File: src/rtl/sincos_quadrant_post_if.sv
// Bundles the tag queue, sincos completion and corrected-result handshake
// of sincos_quadrant_post; master drives the inputs, slave is the block itself.
interface sincos_quadrant_post_if;
  logic        tag_push;
  logic [1:0]  tag_q;
  logic        tag_full;
  logic        sine_done;
  logic [31:0] sine_result;
  logic [31:0] cosine_result;
  logic        out_valid;
  logic        out_ready;
  logic [31:0] out_sin;
  logic [31:0] out_cos;
  logic        err_orphan;
  logic        err_drop;

  modport master (
    output tag_push, tag_q, sine_done, sine_result, cosine_result, out_ready,
    input  tag_full, out_valid, out_sin, out_cos, err_orphan, err_drop
  );

  modport slave (
    input  tag_push, tag_q, sine_done, sine_result, cosine_result, out_ready,
    output tag_full, out_valid, out_sin, out_cos, err_orphan, err_drop
  );
endinterface

File: src/rtl/sincos_quadrant_post.sv
// Pairs each sincos completion with its queued quadrant tag, applies the
// quadrant swap/negate to the fp32 pair and buffers results behind valid/ready.
module sincos_quadrant_post #(
  parameter int TAG_DEPTH = 4,
  parameter int OUT_DEPTH = 2
) (
  input  logic                  clk,
  input  logic                  n_rst,
  sincos_quadrant_post_if.slave bus
);

  localparam int TPW = $clog2(TAG_DEPTH);
  localparam int TCW = TPW + 1;
  localparam int OPW = $clog2(OUT_DEPTH);
  localparam int OCW = OPW + 1;

  localparam logic [TCW-1:0] TAG_CNT_FULL = TCW'(TAG_DEPTH);
  localparam logic [TCW-1:0] TAG_CNT_ONE  = TCW'(1);
  localparam logic [TPW-1:0] TAG_PTR_ONE  = TPW'(1);
  localparam logic [OCW-1:0] OUT_CNT_FULL = OCW'(OUT_DEPTH);
  localparam logic [OCW-1:0] OUT_CNT_ONE  = OCW'(1);
  localparam logic [OPW-1:0] OUT_PTR_ONE  = OPW'(1);

  // NaNs keep their sign; everything else flips bit 31.
  function automatic logic [31:0] fp_neg(input logic [31:0] x);
    logic is_nan;
    is_nan = (x[30:23] == 8'hFF) && (x[22:0] != 23'd0);
    return is_nan ? x : {~x[31], x[30:0]};
  endfunction

  function automatic logic [31:0] fp_zero_fix(input logic [31:0] x);
    return (x[30:0] == 31'd0) ? 32'd0 : x;
  endfunction

  // Returns {sin(x), cos(x)} from sin(r), cos(r) and quadrant k.
  function automatic logic [63:0] quad_correct(input logic [1:0]  q,
                                               input logic [31:0] s,
                                               input logic [31:0] c);
    logic [31:0] rs;
    logic [31:0] rc;
    case (q)
      2'd0:    begin rs = s;         rc = c;         end
      2'd1:    begin rs = c;         rc = fp_neg(s); end
      2'd2:    begin rs = fp_neg(s); rc = fp_neg(c); end
      default: begin rs = fp_neg(c); rc = s;         end
    endcase
    return {fp_zero_fix(rs), fp_zero_fix(rc)};
  endfunction

  logic             done_q;
  logic [1:0]       tag_mem_q [TAG_DEPTH];
  logic [TPW-1:0]   tag_wp_q, tag_wp_d;
  logic [TPW-1:0]   tag_rp_q, tag_rp_d;
  logic [TCW-1:0]   tag_cnt_q, tag_cnt_d;

  logic [31:0]      sin_mem_q [OUT_DEPTH];
  logic [31:0]      cos_mem_q [OUT_DEPTH];
  logic [OPW-1:0]   out_wp_q, out_wp_d;
  logic [OPW-1:0]   out_rp_q, out_rp_d;
  logic [OCW-1:0]   out_cnt_q, out_cnt_d;
  logic [31:0]      head_sin_q, head_sin_d;
  logic [31:0]      head_cos_q, head_cos_d;

  logic             err_orphan_q, err_orphan_d;
  logic             err_drop_q, err_drop_d;

  logic             done_ev;
  logic             tag_empty;
  logic             tag_full;
  logic             tag_pop;
  logic             tag_push_ok;
  logic             tag_ovf;
  logic             out_full;
  logic             out_valid;
  logic             out_pop;
  logic             out_wr;
  logic             out_lost;
  logic [63:0]      corr;

  assign done_ev     = bus.sine_done & ~done_q;
  assign tag_empty   = (tag_cnt_q == '0);
  assign tag_full    = (tag_cnt_q == TAG_CNT_FULL);
  assign tag_pop     = done_ev & ~tag_empty;
  // A pop in the same cycle frees the slot a full FIFO needs for the push.
  assign tag_push_ok = bus.tag_push & (~tag_full | tag_pop);
  assign tag_ovf     = bus.tag_push & tag_full & ~tag_pop;

  assign out_full    = (out_cnt_q == OUT_CNT_FULL);
  assign out_valid   = (out_cnt_q != '0);
  assign out_pop     = out_valid & bus.out_ready;
  assign out_wr      = tag_pop & (~out_full | out_pop);
  assign out_lost    = tag_pop & ~out_wr;

  assign corr = quad_correct(tag_mem_q[tag_rp_q], bus.sine_result, bus.cosine_result);

  always_comb begin
    tag_wp_d  = tag_wp_q;
    tag_rp_d  = tag_rp_q;
    tag_cnt_d = tag_cnt_q;
    if (tag_push_ok) tag_wp_d = tag_wp_q + TAG_PTR_ONE;
    if (tag_pop)     tag_rp_d = tag_rp_q + TAG_PTR_ONE;
    case ({tag_push_ok, tag_pop})
      2'b10:   tag_cnt_d = tag_cnt_q + TAG_CNT_ONE;
      2'b01:   tag_cnt_d = tag_cnt_q - TAG_CNT_ONE;
      default: tag_cnt_d = tag_cnt_q;
    endcase
  end

  // The head register tracks what the FIFO front will be after this edge.
  always_comb begin
    out_wp_d   = out_wp_q;
    out_rp_d   = out_rp_q;
    out_cnt_d  = out_cnt_q;
    head_sin_d = head_sin_q;
    head_cos_d = head_cos_q;
    if (out_wr)  out_wp_d = out_wp_q + OUT_PTR_ONE;
    if (out_pop) out_rp_d = out_rp_q + OUT_PTR_ONE;
    case ({out_wr, out_pop})
      2'b10:   out_cnt_d = out_cnt_q + OUT_CNT_ONE;
      2'b01:   out_cnt_d = out_cnt_q - OUT_CNT_ONE;
      default: out_cnt_d = out_cnt_q;
    endcase
    if (out_pop) begin
      if (out_cnt_q == OUT_CNT_ONE) begin
        if (out_wr) begin
          head_sin_d = corr[63:32];
          head_cos_d = corr[31:0];
        end
      end else begin
        head_sin_d = sin_mem_q[out_rp_q + OUT_PTR_ONE];
        head_cos_d = cos_mem_q[out_rp_q + OUT_PTR_ONE];
      end
    end else if (!out_valid && out_wr) begin
      head_sin_d = corr[63:32];
      head_cos_d = corr[31:0];
    end
  end

  always_comb begin
    err_orphan_d = err_orphan_q | (done_ev & tag_empty);
    err_drop_d   = err_drop_q | tag_ovf | out_lost;
  end

  always_ff @(posedge clk) begin
    if (!n_rst) begin
      done_q       <= 1'b0;
      tag_wp_q     <= '0;
      tag_rp_q     <= '0;
      tag_cnt_q    <= '0;
      out_wp_q     <= '0;
      out_rp_q     <= '0;
      out_cnt_q    <= '0;
      head_sin_q   <= '0;
      head_cos_q   <= '0;
      err_orphan_q <= 1'b0;
      err_drop_q   <= 1'b0;
    end else begin
      done_q       <= bus.sine_done;
      tag_wp_q     <= tag_wp_d;
      tag_rp_q     <= tag_rp_d;
      tag_cnt_q    <= tag_cnt_d;
      out_wp_q     <= out_wp_d;
      out_rp_q     <= out_rp_d;
      out_cnt_q    <= out_cnt_d;
      head_sin_q   <= head_sin_d;
      head_cos_q   <= head_cos_d;
      err_orphan_q <= err_orphan_d;
      err_drop_q   <= err_drop_d;
    end
  end

  // Storage arrays carry no reset; the counts decide what is live.
  always_ff @(posedge clk) begin
    if (n_rst && tag_push_ok) tag_mem_q[tag_wp_q] <= bus.tag_q;
    if (n_rst && out_wr) begin
      sin_mem_q[out_wp_q] <= corr[63:32];
      cos_mem_q[out_wp_q] <= corr[31:0];
    end
  end

  assign bus.tag_full   = tag_full;
  assign bus.out_valid  = out_valid;
  assign bus.out_sin    = head_sin_q;
  assign bus.out_cos    = head_cos_q;
  assign bus.err_orphan = err_orphan_q;
  assign bus.err_drop   = err_drop_q;

endmodule

File: src/flat_wrapper.sv
// flat-port wrapper written by rule: the top's interface ports become plain ports
module sincos_quadrant_post_flat 
#(
  parameter int TAG_DEPTH = 4,
  parameter int OUT_DEPTH = 2
)
  (clk, n_rst, bus_tag_push, bus_tag_q, bus_sine_done, bus_sine_result, bus_cosine_result, bus_out_ready, bus_tag_full, bus_out_valid, bus_out_sin, bus_out_cos, bus_err_orphan, bus_err_drop);
  sincos_quadrant_post_if bus_i ();
  input  logic clk;
  input  logic n_rst;
  input wire logic [$bits(bus_i.tag_push)-1:0] bus_tag_push;
  input wire logic [$bits(bus_i.tag_q)-1:0] bus_tag_q;
  input wire logic [$bits(bus_i.sine_done)-1:0] bus_sine_done;
  input wire logic [$bits(bus_i.sine_result)-1:0] bus_sine_result;
  input wire logic [$bits(bus_i.cosine_result)-1:0] bus_cosine_result;
  input wire logic [$bits(bus_i.out_ready)-1:0] bus_out_ready;
  output wire logic [$bits(bus_i.tag_full)-1:0] bus_tag_full;
  output wire logic [$bits(bus_i.out_valid)-1:0] bus_out_valid;
  output wire logic [$bits(bus_i.out_sin)-1:0] bus_out_sin;
  output wire logic [$bits(bus_i.out_cos)-1:0] bus_out_cos;
  output wire logic [$bits(bus_i.err_orphan)-1:0] bus_err_orphan;
  output wire logic [$bits(bus_i.err_drop)-1:0] bus_err_drop;
  assign bus_i.tag_push = bus_tag_push;
  assign bus_i.tag_q = bus_tag_q;
  assign bus_i.sine_done = bus_sine_done;
  assign bus_i.sine_result = bus_sine_result;
  assign bus_i.cosine_result = bus_cosine_result;
  assign bus_i.out_ready = bus_out_ready;
  assign bus_tag_full = bus_i.tag_full;
  assign bus_out_valid = bus_i.out_valid;
  assign bus_out_sin = bus_i.out_sin;
  assign bus_out_cos = bus_i.out_cos;
  assign bus_err_orphan = bus_i.err_orphan;
  assign bus_err_drop = bus_i.err_drop;
  sincos_quadrant_post #(.TAG_DEPTH(TAG_DEPTH), .OUT_DEPTH(OUT_DEPTH)) u_core (.clk(clk), .n_rst(n_rst), .bus(bus_i));
endmodule
File: config.mk
export PLATFORM = sky130hd
export DESIGN_NAME = sincos_quadrant_post_flat
export DESIGN_NICKNAME = d
export VERILOG_FILES = /design/src/rtl/sincos_quadrant_post_if.sv /design/src/rtl/sincos_quadrant_post.sv /design/src/flat_wrapper.sv
export SDC_FILE = /design/constraint.sdc
export NUM_CORES = 1
export LEC_CHECK = 0
export ABC_CLOCK_PERIOD_IN_PS = 6900
export BUFFER_PORTS_ARGS = -buffer_cell sky130_fd_sc_hd__clkbuf_2
export CAP_MARGIN = 10
export CORE_ASPECT_RATIO = 0.6
export CORE_MARGIN = 4
export CORE_UTILIZATION = 54
export CTS_BUF_LIST = sky130_fd_sc_hd__clkbuf_8
export DETAILED_ROUTE_END_ITERATION = 8
export GPL_TIMING_DRIVEN = 1
export MAX_ROUTING_LAYER = met4
export PLACE_DENSITY = 0.89
export SLEW_MARGIN = 20
export SYNTH_ARGS = -nofsm -noshare
export SYNTH_HDL_FRONTEND = slang
export SYNTH_SLANG_ARGS = --single-unit
File: constraint.sdc
create_clock -name clk -period 6.9 [get_ports clk]
set_input_delay 1.38 -clock clk [delete_from_list [all_inputs] [get_ports clk]]
set_output_delay 1.38 -clock clk [all_outputs]
set_load 0.02 [all_outputs]
==> impl_metrics.sql <==
INSERT INTO impl_metrics (metric_group, metric, value, unit) VALUES
('power_and_ir_drop', 'seqPwrFrac', '39.8', '%'),
('power_and_ir_drop', 'power.net_switching', '1.62', 'mW'),
('placed_design', 'gp_congestion', '0.928', ''),
('clock_tree', 'count_of_hold_fix_buffers_inserted_at_cts', '0', ''),
('drt', 'drtAntennaViolNets', '0', ''),
('floorplanning', 'num_rows', '37', ''),
('critical_path', 'path_max_fanout', '64', ''),
('clock_tree', 'register_clock_pin_slew_on_the_reported_worst_setup_and_hold_paths', '60', 'ps'),
('finish', 'area_delta_synth_final', '15.1', '%'),
('yosys', 'postSynth.topFlopCell', 'sky130_fd_sc_hd__edfxtp_1', ''),
('drt', 'wl_on_met1', '10200', 'microns'),
('critical_path', 'timing.rr.end', 'u_core.sin_mem_q[0][18]$_DFFE_PP_', ''),
('placed_design', 'portBuffers', '138', ''),
('floorplanning', 'design.core.area', '17300', 'sq um'),
('clock_tree', 'clock_tree.root_cell', 'sky130_fd_sc_hd__clkbuf_8', ''),
('sta', 'max_freq', '293', 'MHz'),
('yosys', 'post-synth-top-area-fraction', '42.5', '%'),
('sta', 'hold_ws', '482', 'ps'),
('status', 'run_status', 'completed', ''),
('floorplanning', 'full_die_area', '20100', 'sq um'),
('drt', 'firstDrtPassIters', '6', ''),
('critical_path', 'timing.critical_path.buf_inv', '3', ''),
('power_and_ir_drop', 'p_per_area', '393', 'nW/um^2'),
('power_and_ir_drop', 'netSwitchingFraction', '37.2', '%'),
('critical_path', 'setup.worst_path.class', 'primary input to flip-flop', ''),
('finish', 'final_nets', '983', ''),
('placed_design', 'post-dp-hpwl', '15100', 'microns'),
('yosys', 'synth-warning-count', '0', ''),
('grt', 'pin_count_of_the_biggest_net_entering_global_routing', '78', ''),
('drt', 'met2WireLength', '10600', 'microns'),
('finish', 'post-route-util', '63.9', '%'),
('power_and_ir_drop', 'post-layout-total-power', '4.35', 'mW'),
('yosys', 'syn_std_cell_area', '9610', 'sq um'),
('drt', 'drtIter0Drc', '821', ''),
('min_path', 'min-delay-path-class', 'flip-flop to flip-flop', ''),
('critical_path', 'worst_setup_path_startpoint', 'bus_sine_done', ''),
('yosys', 'syn-num-nets', '855', ''),
('clock_tree', 'h-tree-depth', '1', ''),
('finish', 'final_design_area_no_fill', '11100', 'sq um'),
('floorplanning', 'die_h', '111', 'microns'),
('placed_design', 'placed_cells', '1106', ''),
('finish', 'drive_above_1_share', '29.5', '%'),
('yosys', 'synth_top_cell_by_area', 'sky130_fd_sc_hd__edfxtp_1', ''),
('critical_path', 'timing.critical_path.mode_cell', 'sky130_fd_sc_hd__buf_4', ''),
('yosys', 'yosys.cell_types.count', '45', ''),
('sta', 'worst_pin_slew', '1120', 'ps'),
('placed_design', 'post_dp_cell_area', '10500', 'sq um'),
('sta', 'timing_hold_violations_final', '0', ''),
('drt', 'detail_route.drc_violations', '0', ''),
('yosys', 'synth-async-reset-ratio', '0', '%'),
('grt', 'grt_first_pass_wirelength', '36800', 'microns'),
('critical_path', 'timing.critical_path.max_delay_family', 'buffers and inverters', ''),
('drt', 'routed_wire_length_on_met3', '2210', 'microns'),
('sta', 'finClkSkew', '14.1', 'ps'),
('clock_tree', 'postCtsSetupBuffers', '0', ''),
('critical_path', 'crit_arrival', '3590', 'ps'),
('critical_path', 'path_cells', 'clkbuf_2, nand2b_1, nor2_4, buf_4, nand2_1, nor3_2, buf_4', ''),
('power_and_ir_drop', 'power.combinational.fraction', '37.2', '%'),
('floorplanning', 'io_pins', '139', ''),
('grt', 'grt_antenna_before_repair', '0', ''),
('finish', 'antenna-diode-count', '0', ''),
('yosys', 'synthTopCellsByArea', 'sky130_fd_sc_hd__edfxtp_1, sky130_fd_sc_hd__dfxtp_1, sky130_fd_sc_hd__mux2_4', ''),
('critical_path', 'cp_slowest_cell', 'sky130_fd_sc_hd__buf_4', ''),
('clock_tree', 'cts_tree', 'built', ''),
('drt', 'wire_per_inst', '20.1', 'microns'),
('drt', 'route.final.wire_length', '23300', 'microns'),
('sta', 'relative_slew_margins', '25.6', '%'),
('floorplanning', 'die-width', '180', 'microns'),
('critical_path', 'critical_path.reg2reg.startpoint', 'u_core.out_cnt_q[1]$_SDFFE_PN0P_', ''),
('yosys', 'avgSynthCellArea', '12.4', 'sq um'),
('power_and_ir_drop', 'p_int', '2.73', 'mW');
## cell type report
class	count	area, sq um
Fill cell	1287	6250
Sequential cell	216	5690
Multi-Input combinational cell	499	3680
Timing Repair Buffer	146	751
Clock buffer	34	468
Tap cell	234	293
Clock inverter	22	143
Inverter	11	41.3
## worst min-delay path by stage
stage,end,slack [ps],depth (start not counted)
CTS,u_core.bus.err_drop$_SDFF_PN0_,490,2
global placement,u_core.bus.err_drop$_SDFF_PN0_,460,2
floorplan,flip-flop,480,2
global route,u_core.bus.out_sin[23]$_SDFFE_PN0P_,500,2
detailed placement,u_core.bus.err_orphan$_SDFF_PN0_,470,2
finish,u_core.bus.out_cos[3]$_SDFFE_PN0P_,480,2
## cell usage after synthesis, types with 2 or more instances
library cell,number
sky130_fd_sc_hd__a211oi_1,3
sky130_fd_sc_hd__a21oi_1,66
sky130_fd_sc_hd__a22o_1,2
sky130_fd_sc_hd__a31o_1,45
sky130_fd_sc_hd__a31o_2,15
sky130_fd_sc_hd__and3_1,6
sky130_fd_sc_hd__buf_1,2
sky130_fd_sc_hd__buf_2,11
sky130_fd_sc_hd__buf_6,6
sky130_fd_sc_hd__clkbuf_1,31
sky130_fd_sc_hd__dfxtp_1,80
sky130_fd_sc_hd__edfxtp_1,136
sky130_fd_sc_hd__ha_1,7
sky130_fd_sc_hd__inv_1,10
sky130_fd_sc_hd__mux2_2,18
sky130_fd_sc_hd__mux2_4,45
sky130_fd_sc_hd__mux2i_1,65
sky130_fd_sc_hd__nand2_1,17
sky130_fd_sc_hd__nand2b_1,4
sky130_fd_sc_hd__nand4_1,4
sky130_fd_sc_hd__nor2_1,139
sky130_fd_sc_hd__nor2b_1,4
sky130_fd_sc_hd__nor3_1,8
sky130_fd_sc_hd__nor4_1,15
sky130_fd_sc_hd__o21ai_0,6
sky130_fd_sc_hd__o21ai_1,2
sky130_fd_sc_hd__o22ai_1,2
sky130_fd_sc_hd__xnor2_1,7
sky130_fd_sc_hd__xor2_1,4
## routing by layer
| metal | track usage, % | vias to the layer above |
|---|---|---|
| li1 | - | 3117 |
| met1 | 33.7 | 3325 |
| met2 | 34.8 | 358 |
| met3 | 4.08 | 35 |
| met4 | 4.33 | 0 |
| met5 | - | - |
## state kept, by name, indices dropped and copies added (netlist names), named ones only
name,flops
u_core.tag_rp_q,2
u_core.done_q,1
u_core.out_rp_q,1
u_core.tag_cnt_q,3
u_core.out_wp_q,1
u_core.bus.out_cos,32
u_core.tag_mem_q,8
u_core.cos_mem_q,64
u_core.bus.err_orphan,1
u_core.out_cnt_q,2
u_core.tag_wp_q,2
u_core.sin_mem_q,64
u_core.bus.out_sin,32
u_core.bus.err_drop,1
## worst register-to-register path, cell delays in order (launching register included)
cell and delay, ps:
sky130_fd_sc_hd__dfxtp_1 360, sky130_fd_sc_hd__inv_1 90, sky130_fd_sc_hd__ha_1 200, sky130_fd_sc_hd__nor2b_1 600, sky130_fd_sc_hd__nand2b_1 220, sky130_fd_sc_hd__nand2_1 120, sky130_fd_sc_hd__nor3_2 190, sky130_fd_sc_hd__buf_4 720
## cell families (layout without fill, tap and decap cells)
| family | after synthesis | after routing | synth area share [%] |
|---|---|---|---|
| AOI/OAI and AO/OA | 147 | 147 | 10.5 |
| xor gates and xnor gates | 11 | 11 | 1.00 |
| adders and majority gates | 8 | 8 | 1.12 |
| buffers and inverters | 61 | 213 | 2.99 |
| DFF | 216 | 216 | 59.1 |
| muxes | 129 | 129 | 16.1 |
| and+or+nand+nor | 204 | 204 | 9.15 |
## power by group through the flow
stage	Clock, mW	Combinational [mW]	Sequential [mW]
global placement	0	1.57	1.75
finish	1.00	1.62	1.73
global route	1.08	1.75	1.75
detailed placement	0	1.61	1.76
CTS	1.02	1.62	1.73
floorplan	0	1.03	1.88
## through the flow
| stage | TNS (ps) | setup slack, ps |
|---|---|---|
| 2_1_floorplan | -41700 | -326 |
| 3_3_place_gp | 0 | 3040 |
| 3_5_place_dp | 0 | 2960 |
| 4_1_cts | 0 | 3540 |
| 5_1_grt | 0 | 3310 |
| 6_report | 0 | 3490 |
## cell usage in the layout, fill, tap and decap left out, drive strengths merged, types with 2 or more instances in the layout
cell      n
a211oi    3
a21oi    67
a22o      2
a31o     60
and3      6
buf       8
bufinv    2
clkbuf  172
clkinv    5
dfxtp    80
edfxtp  136
ha        7
inv      26
mux2     63
mux2i    65
nand2    17
nand2b    4
nand4     4
nor2    139
nor2b     4
nor3      8
nor4     15
o21ai     8
o22ai     2
o32ai     2
xnor2     7
xor2      4
(Power assumes the default switching activity.)
